--- src/rtl/tx_block_if.sv ---
// Host-side bundle for tx_block: byte load handshake, serial line and status flags.
// master = byte producer, slave = transmitter.
interface tx_block_if;
  logic [7:0] tx_data;
  logic       load_data;
  logic       serial_out;
  logic       buffer_full;
  logic       tx_busy;
  logic       overrun_error;

  modport master (
    output tx_data, load_data,
    input  serial_out, buffer_full, tx_busy, overrun_error
  );

  modport slave (
    input  tx_data, load_data,
    output serial_out, buffer_full, tx_busy, overrun_error
  );
endinterface

--- src/rtl/tx_block.sv ---
// UART-style transmitter: start, 8 data bits LSB first, optional even parity (TX_PARITY_EN), stop.
// Latency: line falls one cycle after a byte is captured into an empty buffer; BIT_PERIOD cycles per bit.
// Backpressure: one-byte holding buffer; buffer_full blocks loads and a dropped load pulses overrun_error.
module tx_block #(
  parameter int BIT_PERIOD = 10
) (
  input  logic     clk,
  input  logic     n_rst,
  tx_block_if.slave bus
);

  localparam int             CW       = $clog2(BIT_PERIOD);
  localparam logic [CW-1:0]  CYC_LAST = CW'(BIT_PERIOD - 1);

  typedef enum logic [2:0] {
    IDLE,
    START,
    DATA,
`ifdef TX_PARITY_EN
    PARITY,
`endif
    STOP
  } state_t;

  state_t        state_q, state_d;
  logic [CW-1:0] cyc_q;
  logic [2:0]    bit_q;
  logic [7:0]    hold_q;
  logic          hold_vld_q;
  logic [7:0]    shift_q, shift_d;
  logic          line_q, line_d;
  logic          ovr_q;
`ifdef TX_PARITY_EN
  logic          par_q;
`endif

  logic bit_end;
  logic transfer;
  logic accept;

  assign bit_end  = (cyc_q == CYC_LAST);
  // Holding register drains into the shifter from IDLE or at the last cycle of a stop bit.
  assign transfer = hold_vld_q && ((state_q == IDLE) || ((state_q == STOP) && bit_end));
  assign accept   = bus.load_data && (!hold_vld_q || transfer);

  // FSM state register
  always_ff @(posedge clk or negedge n_rst) begin
    if (!n_rst) begin
      state_q <= IDLE;
    end else begin
      state_q <= state_d;
    end
  end

  // FSM next-state logic
  always_comb begin
    state_d = state_q;
    case (state_q)
      IDLE:  if (hold_vld_q) state_d = START;
      START: if (bit_end) state_d = DATA;
      DATA: begin
        if (bit_end && (bit_q == 3'd7)) begin
`ifdef TX_PARITY_EN
          state_d = PARITY;
`else
          state_d = STOP;
`endif
        end
      end
`ifdef TX_PARITY_EN
      PARITY: if (bit_end) state_d = STOP;
`endif
      STOP:  if (bit_end) state_d = hold_vld_q ? START : IDLE;
      default: state_d = IDLE;
    endcase
  end

  // FSM output logic: next shifter contents and the line level registered for the next cycle
  always_comb begin
    shift_d = shift_q;
    if (transfer) begin
      shift_d = hold_q;
    end else if ((state_q == DATA) && bit_end) begin
      shift_d = {1'b0, shift_q[7:1]};
    end

    line_d = 1'b1;
    case (state_d)
      IDLE:   line_d = 1'b1;
      START:  line_d = 1'b0;
      DATA:   line_d = shift_d[0];
`ifdef TX_PARITY_EN
      PARITY: line_d = par_q;
`endif
      STOP:   line_d = 1'b1;
      default: line_d = 1'b1;
    endcase
  end

  always_ff @(posedge clk or negedge n_rst) begin
    if (!n_rst) begin
      cyc_q      <= '0;
      bit_q      <= 3'd0;
      hold_q     <= 8'h00;
      hold_vld_q <= 1'b0;
      shift_q    <= 8'h00;
      line_q     <= 1'b1;
      ovr_q      <= 1'b0;
    end else begin
      shift_q <= shift_d;
      line_q  <= line_d;
      ovr_q   <= bus.load_data && !accept;

      if (state_q == IDLE) begin
        cyc_q <= '0;
      end else if (bit_end) begin
        cyc_q <= '0;
      end else begin
        cyc_q <= cyc_q + CW'(1);
      end

      if ((state_q == START) && bit_end) begin
        bit_q <= 3'd0;
      end else if ((state_q == DATA) && bit_end) begin
        bit_q <= bit_q + 3'd1;
      end

      if (accept) begin
        hold_q     <= bus.tx_data;
        hold_vld_q <= 1'b1;
      end else if (transfer) begin
        hold_vld_q <= 1'b0;
      end
    end
  end

`ifdef TX_PARITY_EN
  always_ff @(posedge clk or negedge n_rst) begin
    if (!n_rst) begin
      par_q <= 1'b0;
    end else if (transfer) begin
      par_q <= ^hold_q;
    end
  end
`endif

  assign bus.serial_out    = line_q;
  assign bus.overrun_error = ovr_q;
  assign bus.buffer_full   = hold_vld_q;
  assign bus.tx_busy       = (state_q != IDLE) || hold_vld_q;

endmodule

--- src/flat_wrapper.sv ---
// flat-port wrapper written by rule: the top's interface ports become plain ports
module tx_block_flat 
#(
  parameter int BIT_PERIOD = 10
)
  (clk, n_rst, bus_tx_data, bus_load_data, bus_serial_out, bus_buffer_full, bus_tx_busy, bus_overrun_error);
  tx_block_if bus_i ();
  input  logic clk;
  input  logic n_rst;
  input wire logic [$bits(bus_i.tx_data)-1:0] bus_tx_data;
  input wire logic [$bits(bus_i.load_data)-1:0] bus_load_data;
  output wire logic [$bits(bus_i.serial_out)-1:0] bus_serial_out;
  output wire logic [$bits(bus_i.buffer_full)-1:0] bus_buffer_full;
  output wire logic [$bits(bus_i.tx_busy)-1:0] bus_tx_busy;
  output wire logic [$bits(bus_i.overrun_error)-1:0] bus_overrun_error;
  assign bus_i.tx_data = bus_tx_data;
  assign bus_i.load_data = bus_load_data;
  assign bus_serial_out = bus_i.serial_out;
  assign bus_buffer_full = bus_i.buffer_full;
  assign bus_tx_busy = bus_i.tx_busy;
  assign bus_overrun_error = bus_i.overrun_error;
  tx_block #(.BIT_PERIOD(BIT_PERIOD)) u_core (.clk(clk), .n_rst(n_rst), .bus(bus_i));
endmodule
--- config.mk ---
export PLATFORM = sky130hd
export DESIGN_NAME = tx_block_flat
export DESIGN_NICKNAME = d
export VERILOG_FILES = /design/src/rtl/tx_block_if.sv /design/src/rtl/tx_block.sv /design/src/flat_wrapper.sv
export SDC_FILE = /design/constraint.sdc
export NUM_CORES = 1
export LEC_CHECK = 0
export CORE_AREA = 3 3 64 60
export CTS_CLUSTER_SIZE = 10
export DETAILED_ROUTE_END_ITERATION = 8
export DIE_AREA = 0 0 67 63
export PLACE_DENSITY = 0.69
export SLEW_MARGIN = 5
export SYNTH_ARGS = -nofsm -noshare
export SYNTH_HDL_FRONTEND = slang
export SYNTH_SLANG_ARGS = --single-unit
--- constraint.sdc ---
create_clock -name clk -period 3.1 [get_ports clk]
set_clock_uncertainty 0.05 [all_clocks]
set_input_delay 0.775 -clock clk [delete_from_list [all_inputs] [get_ports clk]]
set_output_delay 0.775 -clock clk [all_outputs]
set_load 0.02 [all_outputs]
==> results of run 1 <==
-- state kept, by name, summed over array words and instances (netlist names) --
name and flops:
u_core.hold_q 8, u_core.shift_q 8, u_core.cyc_q 4, u_core.bit_q 3
u_core.state_q 3, u_core.bus.buffer_full 1, u_core.bus.overrun_error 1, u_core.bus.serial_out 1
-- worst max-delay path by stage --
stage,from,endpoint,slack [ns],depth (start not counted)
2_1_floorplan,u_core.state_q[0],bus_tx_busy,1.01,2
5_1_grt,u_core.state_q[1],bus_tx_busy,0.17,2
3_3_place_gp,u_core.state_q[1],bus_tx_busy,0.56,2
6_report,u_core.state_q[1],bus_tx_busy,0.25,2
3_5_place_dp,u_core.state_q[1],bus_tx_busy,0.54,2
4_1_cts,u_core.state_q[1],bus_tx_busy,0.23,2
-- per-stage QoR --
step           setup slack (ns)  total power [W]  cells
2_1_floorplan             1.008        0.0006803    115
3_3_place_gp             0.5582        0.0007321    171
3_5_place_dp             0.5358        0.0007467    171
4_1_cts                  0.2323         0.001050    178
5_1_grt                  0.1722         0.001106    178
6_report                 0.2472         0.001035    178
-- routing by layer --
layer / global-route usage (%) / part of all wire (%) / vias to the layer above
li1: - / - / 451
met1: 17.14 / 49 / 442
met2: 18.53 / 45 / 14
met3: 6.475 / 4.2 / 5
met4: 4.557 / 1.5 / 0
met5: 0 / 0 / -
-- power by group through the flow --
stage,clock (W),combinational (W),sequential [W]
floorplan,0,0.000166,0.000515
global placement,0,0.000212,0.000520
detailed placement,0,0.000223,0.000524
CTS,0.000308,0.000224,0.000519
global route,0.000330,0.000244,0.000532
finish,0.000298,0.000220,0.000518
-- cell usage after synthesis (all sizes together) --
cell	count	share of area [%]
a21oi	1	0.35
nand3b	1	0.53
o21ai	4	1.4
or3b	1	0.80
and4b	1	0.71
a22o	10	6.2
nand2	7	1.9
dfrtp	28	50
nand3	1	0.35
a32oi	1	0.62
buf	4	2.7
o22a	1	0.62
a31oi	1	0.44
nor2	9	2.9
mux2	10	10
nand2b	1	0.44
and3	1	0.44
xnor2	2	1.2
or3	3	1.3
nor3	2	0.71
and3b	1	0.62
o22ai	1	0.44
nand4b	1	1.7
conb	1	0.27
a221o	1	0.71
dfstp	1	1.9
or4	1	0.62
a32o	1	0.80
a21o	7	3.7
ha	4	3.5
xor2	1	0.62
inv	6	1.6
-- cells by family (layout without fill, tap and decap cells) --
family,Yosys count,count (layout)
DFF,29,29
adders and majority gates,4,4
other,1,1
and+or+nand+nor,30,30
muxes,10,10
buffers and inverters,10,29
AOI/OAI and AO/OA,28,28
xor gates and xnor gates,3,3
-- area by class of cell --
type	count	area, um2
well taps	44	55.05
repair buffers	16	155.1
inverters	6	22.52
flip-flops and latches	29	726.9
clock buffers	7	86.33
fillers	306	1630
multi-input cells	76	626.9
-- critical path: cells and delay by family, from the launching register on --
| family | cells | cell delay (ns) |
|---|---|---|
| flip-flops | 1 | 0.51 |
| AND/OR/NAND/NOR | 1 | 0.69 |
| buffers and inverters | 1 | 0.56 |
==> flow_metrics.tcl, run 1 <==
set metrics [dict create \
    status "complete, no violations" \
    p_int_w 0.0007640 \
    drc 0 \
    hold_path_startpoint "u_core.hold_q[0]" \
    vias_per_cell 5.124 \
    fin_util_pct 50.64 \
    worst_slew_pin_slew_ns 0.6182 \
    power.share.clock_pct 28.8 \
    cp_slowest_cell "or4_2" \
    drt_wl_total_um 2328 \
    root_buffer "clkbuf_8" \
    syn_area_um2 1414 \
    cts_hold_buf 0 \
    setup_viol 0 \
    grt_pass1_vias 901 \
    drive_gt1_share_pct 19.40 \
    period_share_pct 92.03 \
    ff2ff_path_depth 6 \
    min_path_cells 2 \
    cap_violations 0 \
    cts.clk_slew.worst_paths_ns 0.06 \
    grt_max_degree 17 \
    synth-simple-area-share_pct 13.01 \
    seq_area_frac_synth_pct 51.42 \
    fp.dieW_um 67 \
    die_area_um2 4221 \
    hold_violations 0 \
    syn_to_final_growth_pct 18.32 \
    timing.slew.headroom_pct 58.65 \
    period_minus_slack_ns 2.853 \
    dp_hpwl_um 1753 \
    crit_fanout 12 \
    cts_tree "yes" \
    p_leak_nw 0.8193 \
    grt_pass1_wl_um 4084 \
    rsz0062_at_grt "no" \
    final_cell_mix "28 x dfrtp_1, 14 x clkdlybuf4s50_1, 10 x a22o_1" \
    synth_cells 115 \
    portBuffers 14 \
    die_h_um 63 \
    ctsResizeCount 0 \
    ioPinCount 15 \
    finalInstanceArea_um2 1673 \
    hold_class "flop to flop" \
    syn_area_per_cell_um2 12.29 \
    switchingPower_w 0.0002712 \
    cpPeakStageDelay_ns 0.69 \
    pwr-share-comb_pct 21.2 \
    crit-reg2reg-launch "u_core.cyc_q[1]" \
    max_freq_mhz 350.5 \
    drt_iter0_drc 30 \
    worstSetupStartpointType "flop" \
    path_class "flop to output port" \
    cts.sinks 29 \
    core_um2 3303 \
    crit_chain "or4_2, clkdlybuf4s50_1" \
    hold_path_end "u_core.shift_q[0]" \
    rrSetupSlack_ns 1.07 \
    ant_nets 0 \
    num_vias 912 \
    critPathCaptureType "output port" \
    rr_endpoint "u_core.hold_q[5]" \
    clock_path_buffers 2 \
    fin_hold_ws_ns 0.4213 \
    post-cts-setup-buffers 0 \
    overflow 0 \
    layout_commonest_cell "dfrtp_1" \
    cts.htree.levels 2 \
    gp_congestion 0.7661 \
    powerDensity_nw_per_um2 618.9 \
    setup_tns_ns 0 \
    p_seq_share_pct 50.0 \
    cts_buffers 5 \
    first_pass_iters 4 \
    post_drt_wl_per_cell_um 13.08 \
    start_util_pct 42.80 \
    insertion_delay_ns 0.27 \
    ys_seq_elements 29 \
    antenna_cells 0 \
    placed_cell_area_um2 1587 \
    switching_share_pct 26.20 \
    drv_slew 0 \
    vdd_drop_max_v 0.0002635 \
    antenna_found_initial 0 \
    yosys.area_share.xor_xnor_pct 1.858 \
    num_rows 20 \
    synth_mux_area_share_pct 10.35 \
    synth_top_family_by_area "compound AO/OA/AOI/OAI gates" \
    grt_usage_pct 13.09 \
    synth_compound_area_share_pct 15.31 \
    cp.required_ns 2.27 \
    synth.distinct_cells 35 \
    arrival_ns 2.03 \
    finalNetCount 149 \
    synth_fa_ha_area_share_pct 3.540 \
    ys_warn_count 0 \
    synth_nets 130 \
]
Note: power is estimated with default switching activity, not from simulation.
==> run 2, diff against run 1 <==
CORE_AREA = 3 3 61 63   (was 3 3 64 60)
DIE_AREA = 0 0 64 66   (was 0 0 67 63)
clock period = 3.7 ns   (was 3.1 ns; I/O delays follow)
==> run 2 against run 1 <==
  * Power fell by 22%
  * Cell area shrank 2.2%
  * Global-route usage shrank 0.10 points
  * Utilization shrank 0.82 points
  * Count of clock-buffer cells in the layout unchanged
==> flow_metrics.tcl, run 2 (synthesis results as in run 1) <==
set metrics [dict create \
    cts_tree "yes" \
    ctsResizeCount 0 \
    clock_path_buffers 2 \
    p_int_w 0.0005799 \
    worstSetupStartpointType "flop" \
    num_vias 944 \
    nFillCells 296 \
    max_freq_mhz 327.4 \
    vdd_drop_max_v 0.0002020 \
    cp.required_ns 2.72 \
    period_minus_slack_ns 3.054 \
    insertion_delay_ns 0.32 \
    grt_pass1_vias 889 \
    portBuffers 14 \
    p_leak_nw 0.8013 \
    start_util_pct 43.05 \
    finalNonFillerCells 179 \
    finalInstanceArea_um2 1637 \
    placed_cell_area_um2 1582 \
    ant_nets 0 \
    critPathCaptureType "output port" \
    grt_max_degree 30 \
    antenna_found_initial 0 \
    cts.sinks 29 \
    arrival_ns 2.08 \
    p_seq_share_pct 54.3 \
    die_area_um2 4224 \
    final_cell_mix "28 x dfrtp_1, 14 x clkdlybuf4s50_1, 10 x a22o_1" \
    setup_ws_ns 0.6460 \
    drive_gt1_share_pct 18.80 \
    reg_top3 "u_core.hold_q (8), u_core.shift_q (8), u_core.cyc_q (4)" \
    timing.slew.headroom_pct 63.47 \
    power.share.clock_pct 23.6 \
    hold_class "flop to flop" \
    layout_commonest_cell "dfrtp_1" \
    rsz0062_at_grt "no" \
    cts_buffers 5 \
    finalNetCount 148 \
    hold_violations 0 \
    setup_tns_ns 0 \
    num_rows 21 \
    core_um2 3284 \
    post-cts-setup-buffers 0 \
    root_buffer "clkbuf_4" \
    post_drt_wl_per_cell_um 13.17 \
    cap_violations 0 \
    fin_hold_ws_ns 0.4341 \
    syn_to_final_growth_pct 15.75 \
    dp_cells 172 \
    regArea_um2 726.9 \
    dp_slack_ns 0.9838 \
    grt_pass1_wl_um 4133 \
    drt_wl_total_um 2358 \
    powerDensity_nw_per_um2 490.8 \
    cts.clk_slew.worst_paths_ns 0.08 \
    dp_hpwl_um 1672 \
    ioPinCount 15 \
    period_share_pct 82.54 \
    multi_input_area_um2 626.9 \
    first_pass_iters 4 \
    grt_usage_pct 12.98 \
    pwr-share-comb_pct 22.1 \
    setup_viol 0 \
    vias_per_cell 5.274 \
    status "complete, no violations" \
    path_class "flop to output port" \
    cts_hold_buf 0 \
    die_h_um 66 \
    switchingPower_w 0.0002233 \
    overflow 0 \
    worst_slew_pin_slew_ns 0.5479 \
    cp_slowest_cell "or4_2" \
    drc 0 \
    fp.dieW_um 64 \
    cts.htree.levels 2 \
    antenna_cells 0 \
    cpPeakStageDelay_ns 0.68 \
    crit_chain "or4_2, clkdlybuf4s50_1" \
    switching_share_pct 27.80 \
    gp_congestion 0.7403 \
    drv_slew 0 \
    crit_fanout 12 \
    drt_iter0_drc 22 \
]
run 2: changes by cell type in the layout (fill, tap and decap cells not counted):
cell / change
clkbuf_8: -5
clkbuf_4: +5
buf_4: -1
run 2: cell type report:
| type | instances | share of cell area [%] |
|---|---|---|
| clock buffers | 7 | 3.364 |
| inverters | 6 | 1.376 |
| well taps | 46 | 3.517 |
| repair buffers | 15 | 9.021 |
| flip-flops and latches | 29 | 44.42 |
| multi-input cells | 76 | 38.30 |
run 2: layer usage:
layer	up-vias	track usage [%]	part of all wire, %	wire (um)
li1	452	-	-	-
met1	469	16.94	48	1124
met2	18	18.71	46	1096
met3	5	3.912	4.1	97
met4	0	8.086	1.7	40
met5	-	0	0	0
run 2: final timing paths:
path	startpoint	endpoint	slack, ns	cells after the start
worst max-delay path	u_core.state_q[1]	bus_tx_busy	0.65	2
worst min-delay path	u_core.shift_q[2]	u_core.shift_q[2]	0.43	1
worst max register to register	u_core.cyc_q[1]	u_core.hold_q[3]	1.66	6
worst min register to register	u_core.shift_q[2]	u_core.shift_q[2]	0.43	1
max in group asynchronous	n_rst	u_core.bus.serial_out	2.36	2
min in group asynchronous	n_rst	u_core.bit_q[0]	0.93	2
run 2: power groups by stage:
stage,registers [W],logic (W),clock network [W]
global placement,0.000440,0.000172,0
floorplan,0.000431,0.000139,0
CTS,0.000436,0.000181,0.000197
detailed placement,0.000442,0.000179,0
finish,0.000436,0.000177,0.000190
global route,0.000448,0.000196,0.000210
run 2: per-stage QoR:
stage	total power, W	util, %
6_report	0.0008032	49.83
5_1_grt	0.0008541	49.83
4_1_cts	0.0008140	49.83
3_5_place_dp	0.0006210	48.15
3_3_place_gp	0.0006115	48.15
2_1_floorplan	0.0005700	-
run 2: worst max-delay path, delay by kind of cell, from the launching register on:
| kind | cells | cell delay (ns) |
|---|---|---|
| and+or+nand+nor | 1 | 0.68 |
| DFF | 1 | 0.53 |
| buffers and inverters | 1 | 0.56 |
==> run 3, diff against run 2 <==
PLACE_DENSITY = 0.71   (was 0.69)
clock period = 2.5 ns   (was 3.7 ns; I/O delays follow)
==> run 3 against run 2 <==
  * Die area unchanged
  * Global-route usage increased by 1.7 points
  * Highest routed layer unchanged
  * Power increased by 65%
  * Largest power group unchanged
==> flow_metrics.tcl, run 3 (synthesis results as in run 1) <==
set metrics [dict create \
    drt_iter0_drc 88 \
    num_vias 959 \
    worstSetupStartpointType "flop" \
    max_freq_mhz 419.2 \
    dp_cells 176 \
    post-cts-setup-buffers 0 \
    die_area_um2 4224 \
    crit_fanout 2 \
    nFillCells 282 \
    status "complete, no violations" \
    power.share.clock_pct 30.6 \
    switchingPower_w 0.0003521 \
    vias_per_cell 5.212 \
    period_minus_slack_ns 2.386 \
    drive_gt1_share_pct 21.74 \
    grt_pass1_vias 1001 \
    drv_slew 0 \
    p_seq_share_pct 48.2 \
    portBuffers 14 \
    antenna_found_initial 0 \
    final_cell_mix "28 x dfrtp_1, 13 x clkdlybuf4s50_1, 10 x a22o_1" \
    cts.htree.levels 2 \
    reg_top3 "u_core.hold_q (8), u_core.shift_q (8), u_core.cyc_q (4)" \
    grt_pass1_wl_um 4616 \
    drt_wl_total_um 2593 \
    post_drt_wl_per_cell_um 14.09 \
    cap_violations 0 \
    pwr-share-comb_pct 21.2 \
    cts.sinks 29 \
    path_delay_family "simple AND/OR/NAND/NOR gates" \
    setup_tns_ns 0 \
    root_buffer "clkbuf_4" \
    cp_num_buf_inv 1 \
    layout_commonest_cell "dfrtp_1" \
    num_rows 21 \
    p_leak_nw 0.8336 \
    cp_slowest_cell "or4_2" \
    core_um2 3284 \
    period_share_pct 95.43 \
    start_util_pct 43.05 \
    setup_viol 0 \
    cpPeakStageDelay_ns 0.64 \
    dp_hpwl_um 1871 \
    rsz0062_at_grt "no" \
    drc 0 \
    overflow 0 \
    cp.required_ns 1.82 \
    arrival_ns 1.71 \
    die_h_um 66 \
    cts.clk_slew.worst_paths_ns 0.09 \
    gp_congestion 0.8087 \
    antenna_cells 0 \
    critPathCaptureType "output port" \
    clock_path_buffers 2 \
    path_class "flop to output port" \
    grt_usage_pct 14.70 \
    syn_to_final_growth_pct 19.91 \
    ioPinCount 15 \
    hold_class "flop to flop" \
    grt_max_degree 30 \
    cts_hold_buf 0 \
    p_int_w 0.0009698 \
    finalNetCount 152 \
    cts_tree "yes" \
    insertion_delay_ns 0.33 \
    ant_nets 0 \
    cts_buffers 5 \
    finalNonFillerCells 184 \
    fp.dieW_um 64 \
    switching_share_pct 26.64 \
    first_pass_iters 5 \
    vdd_drop_max_v 0.0003890 \
    powerDensity_nw_per_um2 779.7 \
    crit_chain "or4_2, dlygate4sd2_1" \
    hold_violations 0 \
]
## run 3: cell count changes in the layout (fill, tap and decap cells not counted), sizes merged
cell,delta
dlygate4sd2,+1
clkdlybuf4s50,-1
bufinv,+1
buf,+4
## run 3: metal layers
metal  global-route usage, %  share of wire [%]  wire (um)
met1                   17.03                 44       1145
met2                   24.00                 51       1323
met3                   5.272                3.6         93
met4                   7.278                1.2         31
met5                       0                  0          0
## run 3: stage by stage
stage	util, %	worst slack, ns	hold WS (ns)	instance area (um2)	total power, W
floorplan	-	0.5579	0.2794	1414	0.0008436
global placement	49.07	0.2700	0.4103	1612	0.0009102
detailed placement	49.07	0.2579	0.4173	1612	0.0009306
CTS	51.62	0.1031	0.4387	1695	0.001334
global route	51.62	0.04606	0.4649	1695	0.001404
finish	51.62	0.1143	0.4362	1695	0.001322
## run 3: cell type report
class | instances | area [um2] | area share [%]
sequential | 29 | 726.9 | 42.88
multi-input combinational | 76 | 626.9 | 36.97
clock inverter | 1 | 30.03 | 1.771
tap | 46 | 57.56 | 3.395
timing repair buffer | 19 | 176.4 | 10.41
inverter | 6 | 22.52 | 1.328
clock buffer | 7 | 55.05 | 3.247
## run 3: power groups by stage
stage / clock network, W / registers (W) / logic [W]
floorplan: 0 / 0.000638 / 0.000206
global placement: 0 / 0.000641 / 0.000269
detailed placement: 0 / 0.000647 / 0.000284
CTS: 0.000412 / 0.000638 / 0.000284
global route: 0.000437 / 0.000653 / 0.000315
finish: 0.000405 / 0.000637 / 0.000280
## run 3: final timing paths
path,slack (ns),end,start,cells past startpoint
worst max-delay path,0.11,bus_tx_busy,u_core.state_q[1],2
worst min-delay path,0.44,u_core.shift_q[4],u_core.shift_q[4],1
worst max register to register,0.54,u_core.bus.serial_out,u_core.cyc_q[1],6
worst min register to register,0.44,u_core.shift_q[4],u_core.shift_q[4],1
max in group asynchronous,1.48,u_core.bus.serial_out,n_rst,2
min in group asynchronous,0.62,u_core.shift_q[0],n_rst,2
## run 3: what timing repair did
| action | in CTS | in global routing |
|---|---|---|
| endpoints found under the setup margin | 1 | 0 |
| endpoints found under the hold margin | 0 | 0 |
| gates resized for setup | 1 | 0 |
==> variant (config.mk and constraints of run 3) <==
`BIT_PERIOD` is set to 10 in 2 places; all go to 9.
--- a/src/rtl/tx_block.sv
+++ b/src/rtl/tx_block.sv
@@ -2,7 +2,7 @@
 // Latency: line falls one cycle after a byte is captured into an empty buffer; BIT_PERIOD cycles per bit.
 // Backpressure: one-byte holding buffer; buffer_full blocks loads and a dropped load pulses overrun_error.
 module tx_block #(
-  parameter int BIT_PERIOD = 10
+  parameter int BIT_PERIOD = 9
 ) (
   input  logic     clk,
   input  logic     n_rst,
--- a/src/flat_wrapper.sv
+++ b/src/flat_wrapper.sv
@@ -1,7 +1,7 @@
 // flat-port wrapper written by rule: the top's interface ports become plain ports
 module tx_block_flat 
 #(
-  parameter int BIT_PERIOD = 10
+  parameter int BIT_PERIOD = 9
 )
   (clk, n_rst, bus_tx_data, bus_load_data, bus_serial_out, bus_buffer_full, bus_tx_busy, bus_overrun_error);
   tx_block_if bus_i ();
Formal check against the unedited RTL: same outputs for any inputs over 10 cycles, from zero or initial values and one cycle with n_rst low; that may be too few to reach the edited logic, so the function may still have changed.
==> variant against run 3 <==
- clock power shrank 29%
- worst setup slack gained 0.24 ns
- power shrank 6.9%
- critical endpoint is now bus_buffer_full
- wire length grew 2.0%
- critical path depth is the same
- synthesized area shrank 1.6%
- cell area shrank 2.5%
- sequential cell count is the same
- sequential share of layout area grew 1.1 points
- largest power group unchanged
==> variant: results (changes against run 3) <==
* DRT iter0 DRCs at 39 (-56%)
* Met1 WL at 1.070 mm (-6.6%)
* Reg2reg end: u_core.shift_q[6]
* Share of layout cells above drive strength 1 at 18.98% (-2.8 points)
* Sequential area share after synthesis at 52.25% (+0.83 points)
* Combinational power at 0.292 mW (+4%)
* DP Area at 1595 um2 (-1.0%)
* CP delay by family, top: buffers and inverters
* Met3 global-route usage at 5.102% (-0.17 points)
* Number of global-route vias before repair at 1,063 (+6.2%)
* Distinct cell type count of the synthesized netlist at 40 (+14%)
* CP startpoint: u_core.bus.buffer_full
* P_sw at 0.3624 mW (+2.9%)
* Leak at 0.7638 nW (-8.4%)
* Synthesized area per cell at 11.99 um2 (-2.4%)
* Critical Path Sink: bus_buffer_full
* Metal2 WL at 1.432 mm (+8.2%)
* Synth cell count leaders: 28 x dfrtp_1, 11 x a22o_1, 9 x mux2_2, 9 x nor2_1, 6 x a21o_1
* Outcome: completed
* Tot Pwr at 1.231 mW (-6.9%)
* Cts repair resizes at 0 (-1)
* Post-Syn Nets at 131 (+0.77%)
* Crit path max-delay cell type: clkdlybuf4s50_1
* Seq pwr share at 53.0% (+4.8 points)
* Detailed Routing Iterations Pass 1 at 4 (-1)
* Routing usage on met2 at 26.32% (+2.3 points)
[variant: area by class of cell]
type | instances | area (um2)
Timing Repair Buffer | 19 | 180.2
Fill cell | 322 | 1632
Inverter | 3 | 11.26
Clock buffer | 7 | 55.05
Tap cell | 46 | 57.56
Multi-Input combinational cell | 79 | 621.8
Sequential cell | 29 | 726.9
[variant: logic make-up after synthesis]
family,synth area share [%]
fa+ha+maj,3.597
simple gates,13.76
buf+inv,3.057
xor+xnor,1.889
mux,8.004
other cells,0.2695
compound gates,17.18
flops,52.25
[variant: worst min-delay path by stage]
stage,start,endpoint,slack (ns),depth (start not counted)
after floorplan,n_rst,u_core.bit_q[0],0.28,0
after global routing,u_core.shift_q[2],u_core.shift_q[2],0.46,1
after CTS,u_core.shift_q[1],u_core.shift_q[1],0.44,1
after global placement,u_core.shift_q[6],u_core.shift_q[6],0.41,1
final,u_core.shift_q[1],u_core.shift_q[1],0.43,1
after detailed placement,u_core.shift_q[1],u_core.shift_q[1],0.42,1
